### src/rtl/add_sub_bist.sv
// Built-in self-test driver/checker for a WIDTH-bit add/sub unit.
// Latency: SETTLE_CYCLES+1 cycles per vector, 2^(2*WIDTH+1) vectors per sweep.
// Backpressure: none; start is ignored while busy, a new start in DONE restarts.
//
// Ports:
//   clk, rst_n        clock, asynchronous active-low reset
//   start             1-cycle sweep request (accepted in IDLE or DONE)
//   a, b, mode        registered stimulus to the unit ({mode,a,b} = vector index)
//   sum, carry        result returned by the unit
//   busy, done, pass  sweep status; pass = done && err_count==0
//   err_count         saturating mismatch count
// Optional feature macro: BIST_STOP_ON_FAIL_EN (end the sweep at the first mismatch).
module add_sub_bist #(
    parameter int WIDTH         = 4,
    parameter int SETTLE_CYCLES = 1,
    parameter int ERR_W         = 16
) (
    input  logic             clk,
    input  logic             rst_n,
    input  logic             start,
    output logic [WIDTH-1:0] a,
    output logic [WIDTH-1:0] b,
    output logic             mode,
    input  logic [WIDTH-1:0] sum,
    input  logic             carry,
    output logic             busy,
    output logic             done,
    output logic             pass,
    output logic [ERR_W-1:0] err_count
);

    localparam int IDX_W = 2 * WIDTH + 1;
    localparam int CNT_W = (SETTLE_CYCLES > 1) ? $clog2(SETTLE_CYCLES) : 1;
    localparam logic [CNT_W-1:0] CNT_LAST = CNT_W'(SETTLE_CYCLES - 1);

    typedef enum logic [1:0] {
        S_IDLE   = 2'd0,
        S_SETTLE = 2'd1,
        S_CHECK  = 2'd2,
        S_DONE   = 2'd3
    } state_t;

    state_t           r_state;
    logic [IDX_W-1:0] r_idx;
    logic [CNT_W-1:0] r_cnt;
    logic             r_busy;
    logic             r_done;
    logic             r_pass;
    logic [ERR_W-1:0] r_err;

    logic [WIDTH:0]   w_gold;
    logic             w_mismatch;
    logic [ERR_W-1:0] w_err_nxt;
    logic             w_last;

    // The stimulus outputs are the index register itself, so they only move
    // when the index does (start accept or CHECK exit).
    assign b         = r_idx[WIDTH-1:0];
    assign a         = r_idx[2*WIDTH-1:WIDTH];
    assign mode      = r_idx[IDX_W-1];
    assign busy      = r_busy;
    assign done      = r_done;
    assign pass      = r_pass;
    assign err_count = r_err;

    // Subtract is a + ~b + 1, so carry=1 means "no borrow".
    assign w_gold     = {1'b0, a} + {1'b0, b ^ {WIDTH{mode}}} + {{WIDTH{1'b0}}, mode};
    assign w_mismatch = (w_gold != {carry, sum});
    assign w_last     = &r_idx;

    always_comb begin
        w_err_nxt = r_err;
        if (w_mismatch && !(&r_err)) begin
            w_err_nxt = r_err + 1'b1;
        end
    end

    always_ff @(posedge clk or negedge rst_n) begin
        if (!rst_n) begin
            r_state <= S_IDLE;
            r_idx   <= '0;
            r_cnt   <= '0;
            r_busy  <= 1'b0;
            r_done  <= 1'b0;
            r_pass  <= 1'b0;
            r_err   <= '0;
        end else begin
            case (r_state)
                S_IDLE, S_DONE: begin
                    if (start) begin
                        r_state <= S_SETTLE;
                        r_idx   <= '0;
                        r_cnt   <= '0;
                        r_busy  <= 1'b1;
                        r_done  <= 1'b0;
                        r_pass  <= 1'b0;
                        r_err   <= '0;
                    end
                end
                S_SETTLE: begin
                    if (r_cnt == CNT_LAST) begin
                        r_cnt   <= '0;
                        r_state <= S_CHECK;
                    end else begin
                        r_cnt <= r_cnt + 1'b1;
                    end
                end
                S_CHECK: begin
                    r_err <= w_err_nxt;
`ifdef BIST_STOP_ON_FAIL_EN
                    // Freeze on the failing vector so it can be inspected.
                    if (w_mismatch || w_last) begin
`else
                    if (w_last) begin
`endif
                        r_state <= S_DONE;
                        r_busy  <= 1'b0;
                        r_done  <= 1'b1;
                        r_pass  <= (w_err_nxt == '0);
                    end else begin
                        r_idx   <= r_idx + 1'b1;
                        r_state <= S_SETTLE;
                    end
                end
                default: r_state <= S_IDLE;
            endcase
        end
    end

endmodule
### config.mk
export PLATFORM = sky130hd
export DESIGN_NAME = add_sub_bist
export DESIGN_NICKNAME = d
export VERILOG_FILES = /design/src/rtl/add_sub_bist.sv
export SDC_FILE = /design/constraint.sdc
export NUM_CORES = 1
export LEC_CHECK = 0
export BUFFER_PORTS_ARGS = -buffer_cell sky130_fd_sc_hd__buf_2
export CAP_MARGIN = 10
export CORE_AREA = 2 2 68 70
export DETAILED_ROUTE_END_ITERATION = 6
export DIE_AREA = 0 0 70 72
export MAX_ROUTING_LAYER = met4
export PLACE_DENSITY = 0.7
export SYNTH_ARGS = -nofsm -noshare
export SYNTH_HDL_FRONTEND = slang
export SYNTH_SLANG_ARGS = --single-unit
### constraint.sdc
create_clock -name clk -period 3.37 [get_ports clk]
set_input_delay 0.674 -clock clk [delete_from_list [all_inputs] [get_ports clk]]
set_output_delay 0.674 -clock clk [all_outputs]
set_load 0.05 [all_outputs]
* Word level (Yosys, flattened, before mapping) *
Cells that the tools add are included.

storage, ports and cells
  bits in registers = 31
  input port bits = 8
  output and inout port bits = 28
  logic and storage cells = 55

operators by class
  $add $sub $neg = 5
  eq/ne operators = 8
  mux-type cells = 20
  bitwise operators = 1
  reductions and logical operators = 14

operator list
  kind                     number
  $mux W16                 2
  $pmux W16 S2             1
  $mux W9                  2
  $pmux W9 S2              1
  $add A16 B1 Y16 const B  1
  $logic_not A16 Y1        1
  $reduce_and A16 Y1       1
  $add A9 B1 Y9 const B    1
  $reduce_and A9 Y1        1
  $ne A2 B2 Y1 const B     4
  $pmux W1 S2              4
  $mux W1                  6
  $mux W2                  3
  $pmux W2 S3              1
  $reduce_and A2 Y1        3
  $reduce_and A3 Y1        2
  $add A4 B4 Y5            1
  $add A5 B1 Y5            1
  $ne A5 B5 Y1             1
  $eq A2 B2 Y1 const B     2
  $reduce_bool A2 Y1       2
  $xor A4 B4 Y4            1
  $eq A2 B1 Y1 const B     1
  $logic_not A2 Y1         1
  other kinds (4)          4

* Logic depth before layout (Yosys ltp) *
  depth in word-level cells = 9
  depth in mapped cells = 12
  depth with buffers taken out = 11

* Worst setup path before layout *
Ideal clock, no wire load.

  path type = flip-flop to flip-flop
  start point = register r_idx[8]
  end point = register r_pass (netlist: pass)
  setup time = 104 ps
  arrival = 3107 ps
  data required time = 3266 ps
  path slack = 159 ps
  cell stages (with the launch flop) = 13
  path buffers = 1
  clock period less this slack = 3211 ps
  path through = dfrtp_1 -> xor2_1 -> inv_1 -> fa_1 -> nor2b_1 -> a221oi_2 -> xnor2_1 -> o31a_1 -> and2_1 -> buf_6 -> a311o_1 -> o31a_1 -> o41ai_2

between the ends
  word-level cells in the longest chain between the ends = 9
  elaborated cells between the ends (all ways) = 12
  those cells by class = add/sub (2); eq/ne (2); mux (3); bitwise (1); reduce/logical (4)

RTL lines
  item                    RTL line  text
  start, declared         44        logic [IDX_W-1:0] r_idx;
  start signal, assigned  121       r_idx <= r_idx + 1'b1;
  $xor A4 B4 Y4           67        assign w_gold = {1'b0, a} + {1'b0, b ^ {WIDTH{mode}}} + {{WIDTH{1'b0}}, mode};
  $add A4 B4 Y5           67
  $add A5 B1 Y5           67
  $ne A5 B5 Y1            68        assign w_mismatch = (w_gold != {carry, sum});
  $logic_and A1 B1 Y1     73        if (w_mismatch && !(&r_err)) begin
  $mux W16                73
  $logic_not A16 Y1       119       r_pass <= (w_err_nxt == '0);
  $mux W1                 114       if (w_last) begin
  $pmux W1 S2             88        case (r_state)
  end signal, assigned    119
  end, declared           48        logic r_pass;

Several ways; a longest one is shown, not always the timed one. The select of a mux whose other input is x is not followed.
A chain may end at the register's enable or synchronous reset.

* Final worst setup path *
Same ends and word-level chain as after synthesis.

==> flow_summary_export.csv <==
group,metric,value,unit
synthesis,ys_ff_latch,30,
critical_path,worst_r2r_path_depth,11,
clock_network,clkLatencyLatePin,0.28,ns
global_routing,antenna_found_initial,0,
die,die-area,5040,um2
critical_path,startpoint_type,"flip-flop",
clock_network,cts.root.buffer_cell,"sky130_fd_sc_hd__clkbuf_8",
die,die_h,72,um
cells_and_area,final_nets,295,
clock_network,cts_hold_repair.buffers,0,
synthesis,syn-instance-count,242,
sta,final_period_minus_worst_setup_slack,3.06,ns
sta,finalHoldViolCount,0,
pwr,switching_power,490,uW
critical_path,path_depth,11,
critical_path,crit_path_max_incr_delay,0.48,ns
critical_path,timing.critical_path.required,3.54,ns
drt,detail_route.first_pass.iterations,4,
critical_path,critical_path_start_end_classification,"reg -> reg",
pwr,clock_power_share,24.2,%
die,initial_standard_cell_utilization_of_the_core,48.2,%
place,standard_cell_area_after_detailed_placement,2270,um2
pwr,power.share.combinational,39.7,%
sta,clock_skew,0.00676,ns
die,std_cell_rows,24,
global_routing,grt-busiest-layer,"met2",
synthesis,netlist-cell-type-count,43,
global_routing,gr-usage-met1,26.7,%
synthesis,netlist.top_cell.by_area,"sky130_fd_sc_hd__dfrtp_1",
synthesis,post_synth_main_area_contributors,"sky130_fd_sc_hd__dfrtp_1, sky130_fd_sc_hd__o21ai_0, sky130_fd_sc_hd__ha_1",
critical_path,cp_common_cell,"sky130_fd_sc_hd__o31a_1",
critical_path,worst-endpoint-arrival,3.23,ns
global_routing,grt_use_total,20.7,%
pwr,power.share.switching,41.0,%
clock_network,numCtsBuffers,5,
place,io_buffers,35,
drt,routed-via-count,1893,
die,die_w,70,um
sta,rsz_0062_raised_after_global_routing,"false",
cells_and_area,final-instance-count-excl-fill,328,
drt,vias_per_cell,5.77,
clock_network,post-cts-setup-buffers,0,
synthesis,post-synth-top-area-fraction,36.5,%
cells_and_area,layout-drive-gt1-share,18.5,%
global_routing,number_of_global_route_vias_before_repair,1765,
global_routing,grt_max_degree,31,
synthesis,post_synth.cell_area_avg,8.50,um2
die,floorplan_core_area,4260,um2
sta,timing.slew.headroom,54.1,%
min_path,timing.hold.worst.class,"in -> async",
pwr,total_leakage_power,1.14,nW
cells_and_area,area.growth.synth_to_final,14.3,%
critical_path,path_buf_inv,1,
global_routing,grt_use_met2,33.8,%
clock_network,post_cts_resized,0,
global_routing,gr-usage-met3,3.89,%
global_routing,first_pass_grt_wire_length,8.21,mm
critical_path,worst_path_dominant_cell_family,"compound AO/OA/AOI/OAI gates",
synthesis,ys_warn_count,0,
sta,slew_violations,0,
synthesis,synthesis.nets,260,
sta,finalSetupTns,0,ns
critical_path,cp_max_fo,8,
pwr,powerDensity,508,nW/um2
cells_and_area,insertedDiodeCount,0,
place,placed_insts,322,
global_routing,overflow,0,
flow_run,cap_violations,0,
sta,post-route-period-util,90.8,%
sta,final_setup_violations,0,
place,hpwl_after_dpl,3.40,mm
pwr,vdd.ir_drop.worst,0.000493,V
die,total_i_o_pin_count,36,
drt,remaining_drc_errors,0,
drt,drt-initial-drc-count,130,
critical_path,cp-end-kind,"flip-flop",
clock_network,cts_max_path_buffers,2,
run_status,outcome,"completed",
clock_network,cts-htree-levels,2,
cells_and_area,fin_area,2350,um2
critical_path,critPathSlowestCell,"sky130_fd_sc_hd__dfrtp_1",
synthesis,synth.yosys.seq_area_share,36.5,%
drt,route.antenna.remaining_nets,0,
synthesis,synth_area,2060,um2
critical_path,timing.reg2reg.setup_slack,0.31,ns
sta,timing_worst_slew_pin_value,0.688,ns
drt,detail_route.wl_per_cell,14.4,um
cells_and_area,fillerInstances,402,
pwr,p_seq_share,36.1,%
clock_network,clkSlewWorstSetupHoldPaths,0.07,ns
drt,wirelength,4.71,mm
pwr,internal-power,706,uW
place,gpl.final_weighted_congestion,0.849,
clock_network,cts_num_sinks,30,
sta,achievable-frequency,327,MHz
critical_path,path_cells,"xor2_1 -> inv_1 -> fa_1 -> nor2b_1 -> a221oi_2 -> xnor2_1 -> o31a_1 -> and2_1 -> a311o_1 -> o31a_1 -> o41ai_2",
clock_network,cts_tree,"yes",
[power groups by stage]
stage               combinational [mW]  sequential (mW)  clock [mW]
floorplan                        0.274            0.513           0
global placement                 0.472            0.438           0
detailed placement               0.475            0.439           0
CTS                              0.478            0.432       0.295
global route                     0.537            0.439       0.311
finish                           0.474            0.432       0.289
[layout by cell type, fill, tap and decap left out, types with 2 or more instances in the layout]
cell type and count:
sky130_fd_sc_hd__a21oi_1 15, sky130_fd_sc_hd__o31ai_1 4, sky130_fd_sc_hd__o21ai_0 27, sky130_fd_sc_hd__a31oi_1 2, sky130_fd_sc_hd__nand4_1 6, sky130_fd_sc_hd__mux2i_1 5, sky130_fd_sc_hd__buf_2 35, sky130_fd_sc_hd__and2_1 4
sky130_fd_sc_hd__or3_1 2, sky130_fd_sc_hd__nand3_1 13, sky130_fd_sc_hd__xor2_1 10, sky130_fd_sc_hd__inv_1 6, sky130_fd_sc_hd__and3_1 8, sky130_fd_sc_hd__xnor2_1 11, sky130_fd_sc_hd__clkbuf_8 6, sky130_fd_sc_hd__o31a_1 2
sky130_fd_sc_hd__dfrtp_1 30, sky130_fd_sc_hd__buf_4 4, sky130_fd_sc_hd__nor3_1 3, sky130_fd_sc_hd__ha_1 9, sky130_fd_sc_hd__nor2_1 22, sky130_fd_sc_hd__or2_2 3, sky130_fd_sc_hd__a22o_1 3, sky130_fd_sc_hd__nor2b_1 2
sky130_fd_sc_hd__nand2_1 28
[worst register-to-register path: cells and delay by family (launching register included)]
family	cells	cell delay (ns)
AOI/OAI and AO/OA	5	1.18
xor gates and xnor gates	2	0.35
adders and majority gates	1	0.43
buffers and inverters	1	0.08
DFF	1	0.48
and+or+nand+nor	2	0.42
[logic make-up (layout without fill, tap and decap cells)]
| kind of cell | count (synthesis) | in the layout | synth area share, % |
|---|---|---|---|
| adders and majority gates | 10 | 10 | 6.45 |
| and+or+nand+nor | 95 | 95 | 22.1 |
| xor gates and xnor gates | 21 | 21 | 8.94 |
| buffers and inverters | 17 | 51 | 3.95 |
| muxes | 6 | 6 | 2.98 |
| DFF | 30 | 30 | 36.5 |
| AOI/OAI and AO/OA | 63 | 63 | 19.1 |
[routing by layer]
| metal | share of wire, % | up-vias | routed length, um |
|---|---|---|---|
| met5 | 0 | - | 0 |
| li1 | - | 929 | - |
| met2 | 49 | 58 | 2300 |
| met4 | 0.76 | 0 | 36 |
| met3 | 4.5 | 4 | 210 |
| met1 | 46 | 902 | 2160 |
[synth_stat cells]
master	count
sky130_fd_sc_hd__mux2i_1	5
sky130_fd_sc_hd__inv_1	6
sky130_fd_sc_hd__nand2b_1	1
sky130_fd_sc_hd__nand2_1	28
sky130_fd_sc_hd__xnor2_1	11
sky130_fd_sc_hd__buf_1	1
sky130_fd_sc_hd__nand4_1	6
sky130_fd_sc_hd__o41ai_2	1
sky130_fd_sc_hd__buf_2	2
sky130_fd_sc_hd__and3_1	8
sky130_fd_sc_hd__or3_1	2
sky130_fd_sc_hd__buf_4	2
sky130_fd_sc_hd__o21ai_1	1
sky130_fd_sc_hd__a221oi_2	1
sky130_fd_sc_hd__o31ai_1	4
sky130_fd_sc_hd__nor3_1	3
sky130_fd_sc_hd__o22ai_1	1
sky130_fd_sc_hd__a211o_1	1
sky130_fd_sc_hd__mux2_2	1
sky130_fd_sc_hd__nor2b_1	2
sky130_fd_sc_hd__nand3_1	13
sky130_fd_sc_hd__ha_1	9
sky130_fd_sc_hd__or2_0	1
sky130_fd_sc_hd__or2_2	3
sky130_fd_sc_hd__buf_6	1
sky130_fd_sc_hd__o21ai_0	27
sky130_fd_sc_hd__a21o_1	1
sky130_fd_sc_hd__a2111o_1	1
sky130_fd_sc_hd__a22o_1	3
sky130_fd_sc_hd__o31a_1	2
sky130_fd_sc_hd__and2_1	4
sky130_fd_sc_hd__clkbuf_1	5
sky130_fd_sc_hd__o41ai_1	1
sky130_fd_sc_hd__fa_1	1
sky130_fd_sc_hd__dfrtp_1	30
sky130_fd_sc_hd__nand4b_1	1
sky130_fd_sc_hd__a31oi_1	2
sky130_fd_sc_hd__nor2_1	22
sky130_fd_sc_hd__a311o_1	1
sky130_fd_sc_hd__a21oi_1	15
sky130_fd_sc_hd__xor2_1	10
sky130_fd_sc_hd__nor4b_1	1
sky130_fd_sc_hd__o21bai_1	1
[area by class of cell]
cell class / instances / area [um2] / share of cell area [%]
clock buffer: 6 / 82.6 / 3.51
inverter: 6 / 22.5 / 0.958
multi-input combinational: 195 / 1220 / 52.1
sequential: 30 / 751 / 31.9
tap: 52 / 65.1 / 2.77
timing repair buffer: 39 / 205 / 8.73
[stage by stage]
stage          hold WS, ns  util (%)  total power [mW]  worst slack (ns)
6_report             0.436      55.1              1.20             0.311
5_1_grt              0.516      55.1              1.29            0.0479
4_1_cts              0.464      55.1              1.20             0.298
3_5_place_dp         0.492      53.2             0.914             0.295
3_3_place_gp         0.489      53.2             0.910             0.426
2_1_floorplan        0.378         -             0.786             0.159
[worst paths after layout]
path                                                   to            startpoint
worst min-delay path            err_count[15]$_DFFE_PN0P_                 rst_n
min in group clk                         busy$_DFFE_PN0P_      busy$_DFFE_PN0P_
worst max register to register           pass$_DFFE_PN0P_  r_idx[8]$_DFFE_PN0P_
worst max-delay path                     pass$_DFFE_PN0P_  r_idx[8]$_DFFE_PN0P_
max in group asynchronous                busy$_DFFE_PN0P_                 rst_n
worst min register to register           busy$_DFFE_PN0P_      busy$_DFFE_PN0P_
[flip-flops by register name, summed over array words and instances (netlist names)]
signal     count
busy           1
done           1
err_count     16
pass           1
r_idx          9
r_state        2
No activity file was read; power rests on OpenSTA's default activity.
